===== config.mk =====
export PLATFORM = sky130hd
export DESIGN_NAME = uart_baud_gen_frac
export DESIGN_NICKNAME = d
export VERILOG_FILES = /design/src/rtl/uart_baud_gen_frac.sv
export SDC_FILE = /design/constraint.sdc
export NUM_CORES = 1
export LEC_CHECK = 0
export CORE_MARGIN = 2
export CORE_UTILIZATION = 39
export DETAILED_ROUTE_END_ITERATION = 7
export PLACE_DENSITY = 0.61
export RECOVER_POWER = 25
export SYNTH_ARGS = -nofsm -noshare
export SYNTH_HDL_FRONTEND = slang
export SYNTH_SLANG_ARGS = --single-unit

===== constraint.sdc =====
create_clock -name clk -period 1.97 [get_ports clk]
set_input_delay 0.2955 -clock clk [delete_from_list [all_inputs] [get_ports clk]]
set_output_delay 0.2955 -clock clk [all_outputs]
set_load 0.05 [all_outputs]

===== src/rtl/uart_baud_gen_frac.sv =====
// uart_baud_gen_frac
//   Fractional-N baud-rate tick generator for a UART. A down-counter
//   reloads with baud_val every period; a FRAC_W-bit accumulator adds the
//   latched fraction on each period end and, on carry, stretches that
//   period by one clock. This gives a long-run tick interval of
//   baud_val + 1 + baud_frac / 2**FRAC_W clocks. An oversample phase
//   counter divides the ticks down to a one-per-bit transmit pulse.
//
// Ports
//   clk         system clock, rising edge
//   reset_n     asynchronous active-low reset
//   enable      count enable; low freezes all state
//   restart     synchronous restart strobe; overrides enable
//   baud_val    integer divisor minus one
//   baud_frac   fractional divisor, units of 1/2**FRAC_W
//   baud_tick   registered one-cycle oversample tick
//   xmit_pulse  registered one-cycle bit pulse (every OVERSAMPLE-th tick)
//   os_cnt      current oversample phase, 0..OVERSAMPLE-1

module uart_baud_gen_frac #(
    parameter int unsigned CNTR_W     = 13,
    parameter int unsigned FRAC_W     = 3,
    parameter int unsigned OVERSAMPLE = 16
) (
    input  logic                            clk,
    input  logic                            reset_n,
    input  logic                            enable,
    input  logic                            restart,
    input  logic [CNTR_W-1:0]               baud_val,
    input  logic [FRAC_W-1:0]               baud_frac,
    output logic                            baud_tick,
    output logic                            xmit_pulse,
    output logic [$clog2(OVERSAMPLE)-1:0]   os_cnt
);

    localparam int unsigned OS_W = $clog2(OVERSAMPLE);
    localparam logic [OS_W-1:0] OS_LAST = OS_W'(OVERSAMPLE - 1);

    // Registered state
    logic [CNTR_W-1:0] cntr;
    logic [FRAC_W-1:0] acc;
    logic [FRAC_W-1:0] frac_q;
    logic              stretch;

    // Next-state values
    logic [CNTR_W-1:0] cntr_d;
    logic [FRAC_W-1:0] acc_d;
    logic [FRAC_W-1:0] frac_d;
    logic              stretch_d;
    logic [OS_W-1:0]   os_d;
    logic              tick_d;
    logic              xmit_d;

    // Accumulator sum with carry in the top bit
    logic [FRAC_W:0]   sum;

    always_comb begin
        sum       = {1'b0, acc} + {1'b0, frac_q};

        cntr_d    = cntr;
        acc_d     = acc;
        frac_d    = frac_q;
        stretch_d = stretch;
        os_d      = os_cnt;
        tick_d    = 1'b0;
        xmit_d    = 1'b0;

        if (restart) begin
            // Counter starts at zero so the first enabled edge reloads
            // immediately; accumulator is cleared so that reload sees no carry.
            cntr_d    = '0;
            acc_d     = '0;
            frac_d    = baud_frac;
            stretch_d = 1'b0;
            os_d      = '0;
        end else if (enable) begin
            if (cntr != '0) begin
                cntr_d = cntr - 1'b1;
            end else if (!stretch && sum[FRAC_W]) begin
                // Carry: hold the counter at zero for one extra clock.
                acc_d     = sum[FRAC_W-1:0];
                stretch_d = 1'b1;
            end else begin
                // Reload. The accumulator was already advanced on the
                // stretch cycle, so only update it on a carry-free period.
                if (!stretch) begin
                    acc_d = sum[FRAC_W-1:0];
                end
                cntr_d    = baud_val;
                frac_d    = baud_frac;
                stretch_d = 1'b0;
                tick_d    = 1'b1;
                xmit_d    = (os_cnt == OS_LAST);
                os_d      = os_cnt + 1'b1;
            end
        end
    end

    always_ff @(posedge clk or negedge reset_n) begin
        if (!reset_n) begin
            cntr       <= '0;
            acc        <= '0;
            frac_q     <= '0;
            stretch    <= 1'b0;
            os_cnt     <= '0;
            baud_tick  <= 1'b0;
            xmit_pulse <= 1'b0;
        end else begin
            cntr       <= cntr_d;
            acc        <= acc_d;
            frac_q     <= frac_d;
            stretch    <= stretch_d;
            os_cnt     <= os_d;
            baud_tick  <= tick_d;
            xmit_pulse <= xmit_d;
        end
    end

endmodule


==> results.py <==
metrics = {
    "run_status": {
        "status": "complete, but fails checks",
        "violations": "setup timing",
    },
    "layout": {
        "finish.net_count": 273,
        "fillers": 340,
        "syn_to_final_growth_pct": 54.5,
        "antenna_cells": 0,
        "fin_util": 0.630,
        "design_area_um2": 2540,
        "multi_input_area_um2": 1070,
        "layout.cells.non_filler": 294,
        "drive_above_1_share": 0.414,
        "seq_area_um2": 653,
    },
    "clock_tree": {
        "cts_made_buffers": 3,
        "htreeDepth": 1,
        "root_buffer": "clkbuf_8",
        "cts_max_path_buffers": 2,
        "cts_num_sinks": 26,
        "insertion_delay_ns": 0.27,
        "cts_tree": "built",
        "clk_pin_slew_worst_paths_ns": 0.10,
    },
    "floorplan": {
        "die_w_um": 68.9,
        "die_area_um2": 4740,
        "fp-row-count": 23,
        "io_pins": 26,
        "core_um2": 4030,
        "die_height_um": 68.9,
        "start_util": 0.407,
    },
    "logic_synthesis": {
        "synthesis.area_um2": 1640,
        "synth_top_cell_area_share": 0.396,
        "synthTopCellsByCount": "dfrtp_1 (26), a21oi_1 (13), nand3_1 (12)",
        "ys_types": 47,
        "synth_top_cell_by_area": "dfrtp_1",
        "avgSynthCellArea_um2": 9.77,
        "synth-seq-cells": 26,
        "synth-async-reset-ratio": 1.00,
        "synthTopCellsByArea": "dfrtp_1 (40%), ha_1 (4.6%), a21oi_1 (4.0%)",
        "synthCells": 168,
        "yosysMostFrequentCell": "dfrtp_1",
        "syn_nets": 195,
        "synth_edf_count": 0,
        "synth-seq-area-share": 0.396,
        "yosysWarnings": 0,
        "synthFlopType": "dfrtp_1",
    },
    "routing": {
        "wire_per_inst_um": 17.5,
        "via_per_inst": 5.88,
        "firstDrtPassIters": 4,
        "wirelength_mm": 5.13,
        "ant_nets": 0,
        "vias": 1730,
        "drtIter0Drc": 115,
        "route.detailed.drc": 0,
    },
    "timing": {
        "clock_skew_ns": 0.00501,
        "hold_slack_ns": 0.519,
        "post-route-period-util": 1.03,
        "drv_slew": 0,
        "setup_viol": 1,
        "fin_ws_ns": -0.0609,
        "rsz0062_at_grt": "yes",
        "hold_violations": 0,
        "tns_ns": -0.0609,
        "min_period_ns": 2.03,
        "slew_headroom": 0.550,
        "fmax_mhz": 492,
        "worst_slew_pin_slew_ns": 0.675,
    },
    "critical_path": {
        "path_max_fanout": 3,
        "crit_top_cell": "or4_4",
        "required_ns": 2.16,
        "path_cells": "or4_4 > or4_4 > or3_4 > o31ai_4",
        "startpoint_type": "flop",
        "cpMaxStageDelayCell": "or4_4",
        "slowest_delay_ns": 0.58,
        "cp-end-kind": "flop",
        "cp.arrival_ns": 2.22,
        "path_class": "reg2reg",
    },
    "placement": {
        "gp_congestion": 0.894,
        "io_buffers": 25,
        "dp_cells": 281,
        "place_area_um2": 2270,
        "hpwl_mm": 3.58,
    },
    "global_route": {
        "overflow": 0,
        "first_global_vias": 1618,
        "grt_pass1_wl_mm": 8.00,
        "grt_antenna_before_repair": 0,
        "gr-usage-all-layers": 0.228,
        "grt_max_degree": 27,
    },
    "pwr": {
        "leakagePower_nw": 1.07,
        "p_per_area_nw_per_um2": 1620,
        "irDropWorstVdd_uv": 664,
    },
    "flow_run": {
        "drv_cap": 0,
    },
    "min_path": {
        "hp-class": "reg2reg",
    },
}
[flip-flops by register name (all words and copies together) (netlist names)]
| name | flops |
|---|---|
| os_cnt | 4 |
| cntr | 13 |
| baud_tick | 1 |
| xmit_pulse | 1 |
| acc | 3 |
| stretch | 1 |
| frac_q | 3 |
[power by group]
group / internal [mW] / switching [mW]
sequential: 0.688 / 0.152
clock: 0.137 / 0.180
combinational: 1.51 / 1.44
total: 2.33 / 1.78
[what timing repair did]
action                                  CTS  global route
endpoints found under the setup margin   18            25
hold buffers                              0             0
resized for setup                         8            29
pin swaps                                 4            12
buffers inserted                          5             5
[layer usage]
| layer | wire, µm | up-vias | track usage | share of wire |
|---|---|---|---|---|
| met2 | 2590 | 63 | 0.391 | 0.50 |
| met1 | 2140 | 851 | 0.296 | 0.42 |
| met4 | 95 | 0 | 0.0735 | 0.019 |
| met3 | 308 | 9 | 0.0308 | 0.060 |
| met5 | 0 | - | 0 | 0 |
| li1 | - | 807 | - | - |
[final timing paths]
path | start | end | slack [ns] | cells past startpoint
max | cntr[6] | cntr[10] | -0.06 | 4
min | frac_q[0] | frac_q[0] | 0.52 | 1
max reg2reg | cntr[6] | cntr[10] | -0.06 | 4
min reg2reg | frac_q[0] | frac_q[0] | 0.52 | 1
max in group asynchronous | reset_n | cntr[2] | 0.93 | 2
min in group asynchronous | reset_n | cntr[11] | 0.58 | 2
[cell families after synthesis]
family,share of synthesized area
mux,0.0404
buf+inv,0.0495
flops,0.396
fa+ha+maj,0.0579
xor+xnor,0.00534
compound gates,0.226
simple gates,0.225
[metrics by stage]
stage               power (mW)  setup WS [ns]
finish                    4.11        -0.0609
global route              4.35         -0.118
CTS                       3.69        -0.0929
detailed placement        3.24         -0.153
global placement          3.19        -0.0707
floorplan                 2.16        -0.0479
[layout make-up]
| cell class | instances | share of cell area |
|---|---|---|
| Multi-Input combinational cell | 128 | 0.422 |
| Timing Repair Buffer | 81 | 0.271 |
| Sequential cell | 26 | 0.258 |
| Tap cell | 50 | 0.0247 |
| Clock buffer | 3 | 0.0163 |
| Inverter | 6 | 0.00888 |
[critical path: cells and delay by family (launching register included)]
family	cells	cell delay (ns)
AOI/OAI and AO/OA	1	0.17
DFF	1	0.39
and+or+nand+nor	3	1.39
[cell usage in the layout (no fill, tap or decap), types with 3 or more instances in the layout]
cell,instances
clkbuf_8,3
o31ai_1,4
buf_4,50
dfrtp_1,24
a31oi_1,6
nand3_2,4
inv_1,4
nor3_1,3
nand2_1,10
nand3_1,8
buf_6,5
or4_4,4
mux2_2,4
clkdlybuf4s50_1,24
o21ai_0,8
nor2_1,8
ha_1,4
a21oi_2,3
or3_1,4
or4_1,3
a21oi_1,10
Power figures use the tool's default switching activity.
